<file path="src/rtl/dmux4x16_pkg.sv">
// dmux4x16_pkg: shared widths, types and the one-hot register-select decode
// used by dmux4x16_dec_core and dmux4x16_regsel.
package dmux4x16_pkg;

   localparam int unsigned SEL_W = 4;
   localparam int unsigned OUT_W = 1 << SEL_W;

   typedef logic [SEL_W-1:0] sel_t;
   typedef logic [OUT_W-1:0] onehot_t;

   // One-hot decode of sel, all-zero when en is low
   function automatic onehot_t decode(input logic en, input sel_t sel);
      onehot_t r;
      r = '0;
      if (en) begin
         r[sel] = 1'b1;
      end
      return r;
   endfunction

endpackage

</file>
<file path="src/rtl/dmux4x16_dec_core.sv">
// dmux4x16_dec_core: purely combinational en/sel -> one-hot decode.
// At the package width it uses dmux4x16_pkg::decode; other widths use an
// equivalent compare loop so the core stays usable if SEL_W is overridden.
module dmux4x16_dec_core
   import dmux4x16_pkg::*;
#(
   parameter int unsigned SEL_W = 4
) (
   input  logic                      en,
   input  logic [SEL_W-1:0]          sel,
   output logic [(1 << SEL_W)-1:0]   next_d
);

   localparam int unsigned OUT_W = 1 << SEL_W;

   if (SEL_W == dmux4x16_pkg::SEL_W) begin : g_pkg
      // Package decode at the native 4-to-16 width
      always_comb begin
         next_d = decode(en, sel);
      end
   end else begin : g_generic
      // Generic decode: bit i set when enabled and sel equals i
      always_comb begin
         next_d = '0;
         for (int unsigned i = 0; i < OUT_W; i++) begin
            if (en && (sel == SEL_W'(i))) begin
               next_d[i] = 1'b1;
            end
         end
      end
   end

endmodule

</file>
<file path="src/rtl/dmux4x16_regsel.sv">
// dmux4x16_regsel: register-select demultiplexer, one-hot decode of a 4-bit
// register index into 16 select lines qualified by en.
// Build option: define DMUX4X16_COMB_OUT_EN for a combinational, zero-latency
// output (clk/rst unused); default build registers d with async active-high reset.
module dmux4x16_regsel
   import dmux4x16_pkg::*;
#(
   parameter int unsigned SEL_W = 4
) (
   input  logic                      clk,
   input  logic                      rst,
   input  logic                      en,
   input  logic [SEL_W-1:0]          sel,
   output logic [(1 << SEL_W)-1:0]   d
);

   localparam int unsigned OUT_W = 1 << SEL_W;

   logic [OUT_W-1:0] next_d;

   dmux4x16_dec_core #(
      .SEL_W (SEL_W)
   ) u_dec_core (
      .en     (en),
      .sel    (sel),
      .next_d (next_d)
   );

`ifdef DMUX4X16_COMB_OUT_EN
   // clk and rst do not affect the output in the combinational build
   logic unused_clk_rst;
   assign unused_clk_rst = clk ^ rst;

   // Output follows the decode directly
   always_comb begin
      d = next_d;
   end
`else
   logic [OUT_W-1:0] d_d;
   logic [OUT_W-1:0] d_q;

   // Next-state for the output register is the current decode
   always_comb begin
      d_d = next_d;
   end

   // Output register; reset clears it immediately and discards any pending decode
   always_ff @(posedge clk or posedge rst) begin
      if (rst) begin
         d_q <= '0;
      end else begin
         d_q <= d_d;
      end
   end

   // Drive the port from the register
   always_comb begin
      d = d_q;
   end
`endif

endmodule

</file>
<file path="config.mk">
export PLATFORM = sky130hd
export DESIGN_NAME = dmux4x16_regsel
export DESIGN_NICKNAME = d
export VERILOG_FILES = /design/src/rtl/dmux4x16_pkg.sv /design/src/rtl/dmux4x16_dec_core.sv /design/src/rtl/dmux4x16_regsel.sv
export SDC_FILE = /design/constraint.sdc
export NUM_CORES = 1
export LEC_CHECK = 0
export CAP_MARGIN = 20
export CORE_MARGIN = 3
export CORE_UTILIZATION = 40
export CTS_CLUSTER_DIAMETER = 100
export DETAILED_ROUTE_END_ITERATION = 10
export PLACE_DENSITY = 0.86
export SLEW_MARGIN = 20
export SYNTH_ARGS = -nofsm -noshare
export SYNTH_HDL_FRONTEND = slang
export SYNTH_SLANG_ARGS = --single-unit
export TNS_END_PERCENT = 1
</file>
<file path="constraint.sdc">
create_clock -name clk -period 0.8 [get_ports clk]
set_clock_uncertainty 0.2 [all_clocks]
set_input_delay 0.16 -clock clk [delete_from_list [all_inputs] [get_ports clk]]
set_output_delay 0.16 -clock clk [all_outputs]
set_load 0.05 [all_outputs]
</file>
* Word level (Yosys, flattened, before mapping)
Index checks and enable logic that the tools add are counted.
Word-level totals: output and inout port bits 16, register bits 16, word-level logic and storage cells 7
Operators by class: reduce and logical (&&, ||, !) cells 1, magnitude comparators 2, mux-type cells 3
Operators by type and width (count):
- two-way mux 16 bit | 1
- less-than comparator 4 x 5 -> 1 bit (second input constant) | 1
- demux 1 bit (select 4 bit) | 1
- >= comparator 4 x 1 -> 1 bit (second input constant) | 1
- logical AND 1 bit | 1
- two-way mux 1 bit | 1

* Logic depth before layout (Yosys ltp)
Gate-level depths: netlist of the first run.
word-level depth 5, mapped depth 3, gate-level depth less buffers 2

* Cells and area by module
From an unflattened synthesis of the first run, not the netlist that was laid out.
Unflattened totals: cell total of the unflattened synthesis 40, area, all modules 521.8 µm²
Modules (own cells, without submodules):
- dmux4x16_regsel | cells an instance 17, area an instance 404.1 µm², seq. area each 400.4 µm², instances 1
- dmux4x16_dec_core | cells an instance 23, area an instance 117.6 µm², seq. area each 0.0 µm², instances 1

* Worst setup path before layout of the first run
Ideal clock, no wire load.
path kind register to output, start point reg d_q[0] (netlist: d[0]), end point out d[0], data required time 0.440 ns, arrival time 0.586 ns, path slack -0.146 ns, stages on the path, launching flop included 1, cell sequence dfrtp_1
RTL lines:
- start: declaration | line dmux4x16_regsel.sv:40 | logic [OUT_W-1:0] d_q;
- start signal: assignment | line dmux4x16_regsel.sv:50 | d_q <= '0;
- start signal: assignment | line dmux4x16_regsel.sv:52 | d_q <= d_d;
- end: declaration | line dmux4x16_regsel.sv:14 | output logic [(1 << SEL_W)-1:0] d
No word-level cell between the ends.

* Worst setup path in the final report of the first run
start point reg d_q[15] (netlist: d[15]), end point out d[15]
No word-level cell between the ends.

==> results of run 1 <==
## per-layer routing
layer	GRT usage [%]	routed length [um]	share of wire [%]	vias to the layer above
li1	-	-	-	208
met1	22.2	578	38	220
met2	33.1	810	53	25
met3	2.49	91	6.0	5
met4	10.8	44	2.9	0
met5	0	0	0	-
## worst max path at each step
stage / endpoint / from / slack [ns] / cells past startpoint
after floorplan: d[0] / d[0] / -0.04 / 0
after global placement: d[1] / sel[0] / -0.63 / 4
after detailed placement: d[2] / sel[2] / -0.67 / 3
after CTS: d[15] / d[15] / -0.44 / 1
after global routing: d[11] / d[11] / -0.46 / 1
final: d[15] / d[15] / -0.44 / 1
## cell families (layout without fill, tap and decap cells)
logic type | Yosys count | count (layout) | synth area share [%]
AND/OR/NAND/NOR | 25 | 25 | 27.1
flip-flops | 16 | 16 | 70.0
buffers and inverters | 3 | 33 | 2.84
## final cells by class
cell class / count / area (sq um)
clock buffers: 4 / 36.3
fillers: 56 / 184
inverters: 1 / 3.75
multi-input cells: 25 / 210
flip-flops and latches: 16 / 420
well taps: 15 / 18.8
repair buffers: 28 / 444
## synth_stat cells
master / instances
nand3_1: 2
nand2_2: 1
inv_1: 1
nor3_1: 7
nor3_2: 1
clkbuf_2: 1
nand2b_1: 1
buf_4: 1
nand3b_1: 2
nor4_1: 1
nand2_1: 1
nand2b_4: 2
nor2_1: 6
dfrtp_1: 16
nor4_2: 1
## metrics by stage
step,setup TNS (ns),worst slack (ns),util (%),cell area (sq um),cells
6_report,-6.72,-0.437,86.0,1130,89
5_1_grt,-7.16,-0.458,86.0,1130,89
4_1_cts,-6.85,-0.440,84.5,1110,89
3_5_place_dp,-11.50,-0.672,79.4,1050,85
3_3_place_gp,-10.81,-0.634,79.4,1050,85
2_1_floorplan,-0.894,-0.0447,-,604,44
## what timing repair did
action / in CTS / in global routing
hold endpoints to repair: 20 / 2
resized for setup: 22 / 5
setup endpoints to repair: 32 / 28
pin swaps: 2 / 0
cloned: 0 / 0
## power groups by stage
stage          clock (mW)  sequential [mW]  combinational [mW]
2_1_floorplan           0            0.890              0.0696
3_3_place_gp            0            0.849               0.246
3_5_place_dp            0            0.850               0.253
4_1_cts             0.526            0.834               0.266
5_1_grt             0.571            0.835               0.291
6_report            0.521            0.834               0.276
## cells in the final DEF, fill, tap and decap left out
master,n
nor3_2,7
nand2_2,2
clkdlybuf4s15_1,1
nand2b_4,3
nand3b_1,2
clkdlybuf4s15_2,3
clkbuf_8,1
clkbuf_4,3
buf_6,2
nor2_1,6
buf_12,17
buf_2,1
nand3_1,2
buf_4,3
dfrtp_2,16
clkdlybuf4s50_1,1
inv_1,1
nor4_2,1
nor3_1,1
nor4_4,1
==> results.py, run 1 <==
metrics = {
    "yosys": {
        "synth_top_cell_area_share_pct": 70.0,
        "yosys.area.top_type": "dfrtp_1",
        "synth_cell_type_count": 15,
        "avgSynthCellArea_sq_um": 13.0,
        "synth_nets": 51,
        "synth-seq-cells": 16,
        "yosysWarnings": 0,
        "yosysSeqAreaShare_pct": 70.0,
        "netlist_area_sq_um": 572,
        "ys_top_cells_by_area": "dfrtp_1 70%, nor3_1 6.1%, nand2b_4 4.8%, nor2_1 3.9%, nand3b_1 2.6%",
        "synth_cells": 44,
    },
    "setup_path": {
        "endpoint_kind": "output pin",
        "worstPathRequired_ns": 0.44,
        "max_stage_delay_ns": 0.43,
        "crit_buf_inv": 1,
        "cp_cell_sequence": "buf_12",
        "slowest_stage": "dfrtp_2",
        "worstPathArrival_ns": 0.88,
        "critPathTopFamily": "flip-flops",
        "worstPathMaxFanout": 1,
        "worstSetupStartpointType": "flip-flop",
        "setup.worst_path.class": "flip-flop to output pin",
    },
    "timing": {
        "worst_pin_slew_ns": 0.211,
        "relSlewSlack_pct": 85.8,
        "rsz0062_at_grt": "yes",
        "setup_slack_ns": -0.437,
        "drv_slew": 0,
        "hold_ws_ns": -0.0237,
        "post-route-period-util_pct": 155,
        "hold_viol_final": 20,
        "max_freq_mhz": 809,
        "min_period_ns": 1.24,
        "finalSetupViolations": 18,
    },
    "drt": {
        "via_count": 458,
        "avgRoutedWirePerCell_um": 17.1,
        "detail_route.wirelength_mm": 1.52,
        "drc_errors": 0,
        "dr.pass1.iters": 4,
        "ant_nets": 0,
        "drt_iter0_markers": 10,
        "viasPerCell": 5.15,
    },
    "final_layout": {
        "antenna_cells": 0,
        "largest_register_ffs": 16,
        "syn_to_final_growth_pct": 98.3,
        "drive_gt1_share_pct": 81.1,
        "layout.nets": 82,
    },
    "global_routing": {
        "grt_max_degree": 17,
        "grt_pass1_wl_mm": 2.46,
        "grt_pass1_vias": 477,
        "overflow": 0,
        "grt_antenna_before_repair": 0,
        "grtUsageTotal_pct": 19.1,
    },
    "power_and_ir_drop": {
        "power_frac_comb_pct": 16.9,
        "leakage_nw": 0.472,
        "clkPwrFrac_pct": 31.9,
        "switchingPower_uw": 407,
        "power_frac_seq_pct": 51.1,
        "p_sw_share_pct": 24.9,
        "vdd_drop_max_uv": 1230,
        "power_density_nw_per_um2": 1440,
        "p_total_mw": 1.63,
        "intPower_mw": 1.22,
    },
    "clock_tree": {
        "cts_setup_buffers": 0,
        "path_clk_slew_ns": 0.09,
        "cts_buffers": 3,
        "clockBufferDepth": 2,
        "clock-sinks": 16,
        "clockRootBuffer": "clkbuf_4",
        "cts_tree": "yes",
        "cts_max_level": 1,
    },
    "floorplan": {
        "die-height_um": 43.8,
        "die_area_sq_um": 1920,
        "io_pins": 23,
        "coreArea_sq_um": 1320,
        "die_w_um": 43.8,
        "start_util_pct": 43.4,
        "fp-row-count": 13,
    },
    "flow_run": {
        "max-cap-violations": 0,
    },
    "placed_design": {
        "portBuffers": 22,
        "gp_congestion": 0.831,
        "place_hpwl_mm": 1.07,
    },
    "hold_path": {
        "hold_class": "input port to asynchronous set/reset pin",
    },
    "status": {
        "status": "complete, but fails checks",
        "violations": "negative hold slack, negative setup slack",
    },
}
Note: power is estimated with default switching activity, not from simulation.
==> run 2, diff against run 1 <==
- SLEW_MARGIN: 20 -> default
- clock period: 0.8 -> 1.35 ns (I/O delays scaled with it)
==> run 2 against run 1 <==
Compared with the run above:
- global-route usage decreased by 0.79 points
- highest routed layer unchanged
- first-iteration DRC count rose by 20%
- hold slack improved by 0.15 ns
- clock-buffer cell count unchanged
- critical path type unchanged
- the flow finishes with violations (negative setup slack)
- non-clock buffer count down 2
- critical endpoint is now d[0]
- setup slack improved by 0.43 ns
- flip-flop and latch count unchanged
==> results.py, run 2 (synthesis results as in run 1) <==
metrics = {
    "status": {
        "status": "complete, but fails checks",
        "violations": "negative setup slack",
    },
    "setup_path": {
        "max_stage_delay_ns": 0.44,
        "worstPathMaxFanout": 1,
        "critPathTopFamily": "flip-flops",
        "setup.worst_path.class": "flip-flop to output pin",
        "crit_buf_inv": 1,
        "endpoint_kind": "output pin",
        "worstSetupStartpointType": "flip-flop",
        "slowest_stage": "dfrtp_1",
        "cp_cell_sequence": "buf_12",
        "worstPathArrival_ns": 0.89,
        "worstPathRequired_ns": 0.88,
    },
    "final_layout": {
        "antenna_cells": 0,
        "stdcell_count": 87,
        "layout.nets": 80,
        "layout_common_cells": "16 x dfrtp_1, 16 x buf_12, 6 x nor2_1, 6 x nor3_1, 5 x clkdlybuf4s50_1",
        "utilization_pct": 78.3,
        "fillers": 75,
        "syn_to_final_growth_pct": 80.5,
        "largest_register_ffs": 16,
        "drive_gt1_share_pct": 41.7,
    },
    "timing": {
        "min_period_ns": 1.36,
        "finalSetupViolations": 1,
        "drv_slew": 0,
        "hold_ws_ns": 0.128,
        "worst_pin_slew_ns": 0.363,
        "setup_slack_ns": -0.00674,
        "hold_viol_final": 0,
        "max_freq_mhz": 737,
        "post-route-period-util_pct": 100,
        "rsz0062_at_grt": "yes",
        "relSlewSlack_pct": 75.7,
    },
    "floorplan": {
        "die_w_um": 43.8,
        "io_pins": 23,
        "fp-row-count": 13,
        "coreArea_sq_um": 1320,
        "start_util_pct": 43.4,
        "die-height_um": 43.8,
        "die_area_sq_um": 1920,
    },
    "drt": {
        "dr.pass1.iters": 4,
        "viasPerCell": 5.49,
        "drt_iter0_markers": 12,
        "ant_nets": 0,
        "avgRoutedWirePerCell_um": 16.6,
        "via_count": 478,
        "detail_route.wirelength_mm": 1.45,
        "drc_errors": 0,
    },
    "placed_design": {
        "portBuffers": 22,
        "place_ws_ns": -0.261,
        "place_hpwl_mm": 1.18,
        "dpl.cell_count": 83,
        "gp_congestion": 0.737,
    },
    "clock_tree": {
        "cts_tree": "yes",
        "cts_hold_buffers": 0,
        "clock-sinks": 16,
        "cts_max_level": 1,
        "clockBufferDepth": 2,
        "cts_setup_buffers": 0,
        "clockRootBuffer": "clkbuf_4",
        "path_clk_slew_ns": 0.09,
        "cts_buffers": 3,
    },
    "power_and_ir_drop": {
        "power_density_nw_per_um2": 913,
        "p_total_uw": 942,
        "leakage_nw": 0.475,
        "vdd_drop_max_uv": 594,
    },
    "global_routing": {
        "grtUsageTotal_pct": 18.3,
        "grt_antenna_before_repair": 0,
        "grt_pass1_wl_mm": 2.40,
        "overflow": 0,
        "grt_pass1_vias": 463,
        "grt_max_degree": 17,
    },
    "hold_path": {
        "hold_class": "input port to asynchronous set/reset pin",
    },
    "flow_run": {
        "max-cap-violations": 0,
    },
}
==> run 2: cell type report <==
type | instances | area, sq um | area share [%]
clock buffer | 4 | 36.3 | 3.52
timing repair buffer | 26 | 413 | 40.0
multi-input combinational | 25 | 160 | 15.5
tap | 15 | 18.8 | 1.82
sequential | 16 | 400 | 38.8
inverter | 1 | 3.75 | 0.364
==> run 2: path summary, 6_finish.rpt <==
| check | start | to | slack [ns] | cells after the start |
|---|---|---|---|---|
| max | d[0] | d[0] | -0.007 | 1 |
| max in group asynchronous | rst | d[3] | 0.65 | 3 |
| min | rst | d[2] | 0.13 | 3 |
| min in group clk | sel[0] | d[2] | 0.22 | 2 |
==> run 2: per-layer routing <==
metal	routed length (um)	track usage, %	up-vias
met5	0	0	-
met3	107	4.15	6
met4	26	5.42	0
met2	785	31.7	27
li1	-	-	206
met1	529	22.4	239
==> run 2: repair_timing <==
action,4_1_cts,5_1_grt
endpoints found under the setup margin,1,4
resized for setup,0,2
pin swaps,0,0
==> run 2: report_power, final <==
| group | leakage (nW) | switching [mW] | internal, mW |
|---|---|---|---|
| combinational | 0.232 | 0.0777 | 0.0635 |
| clock | 0.0210 | 0.144 | 0.164 |
| sequential | 0.222 | 0.00696 | 0.487 |
| total | 0.475 | 0.229 | 0.714 |
==> run 2: per-stage QoR <==
| stage | area, sq um | TNS [ns] |
|---|---|---|
| 3_3_place_gp | 988 | -1.79 |
| 5_1_grt | 1030 | -0.0340 |
| 3_5_place_dp | 988 | -2.97 |
| 4_1_cts | 1020 | -0.0165 |
| 2_1_floorplan | 572 | 0 |
| 6_report | 1030 | -0.00674 |
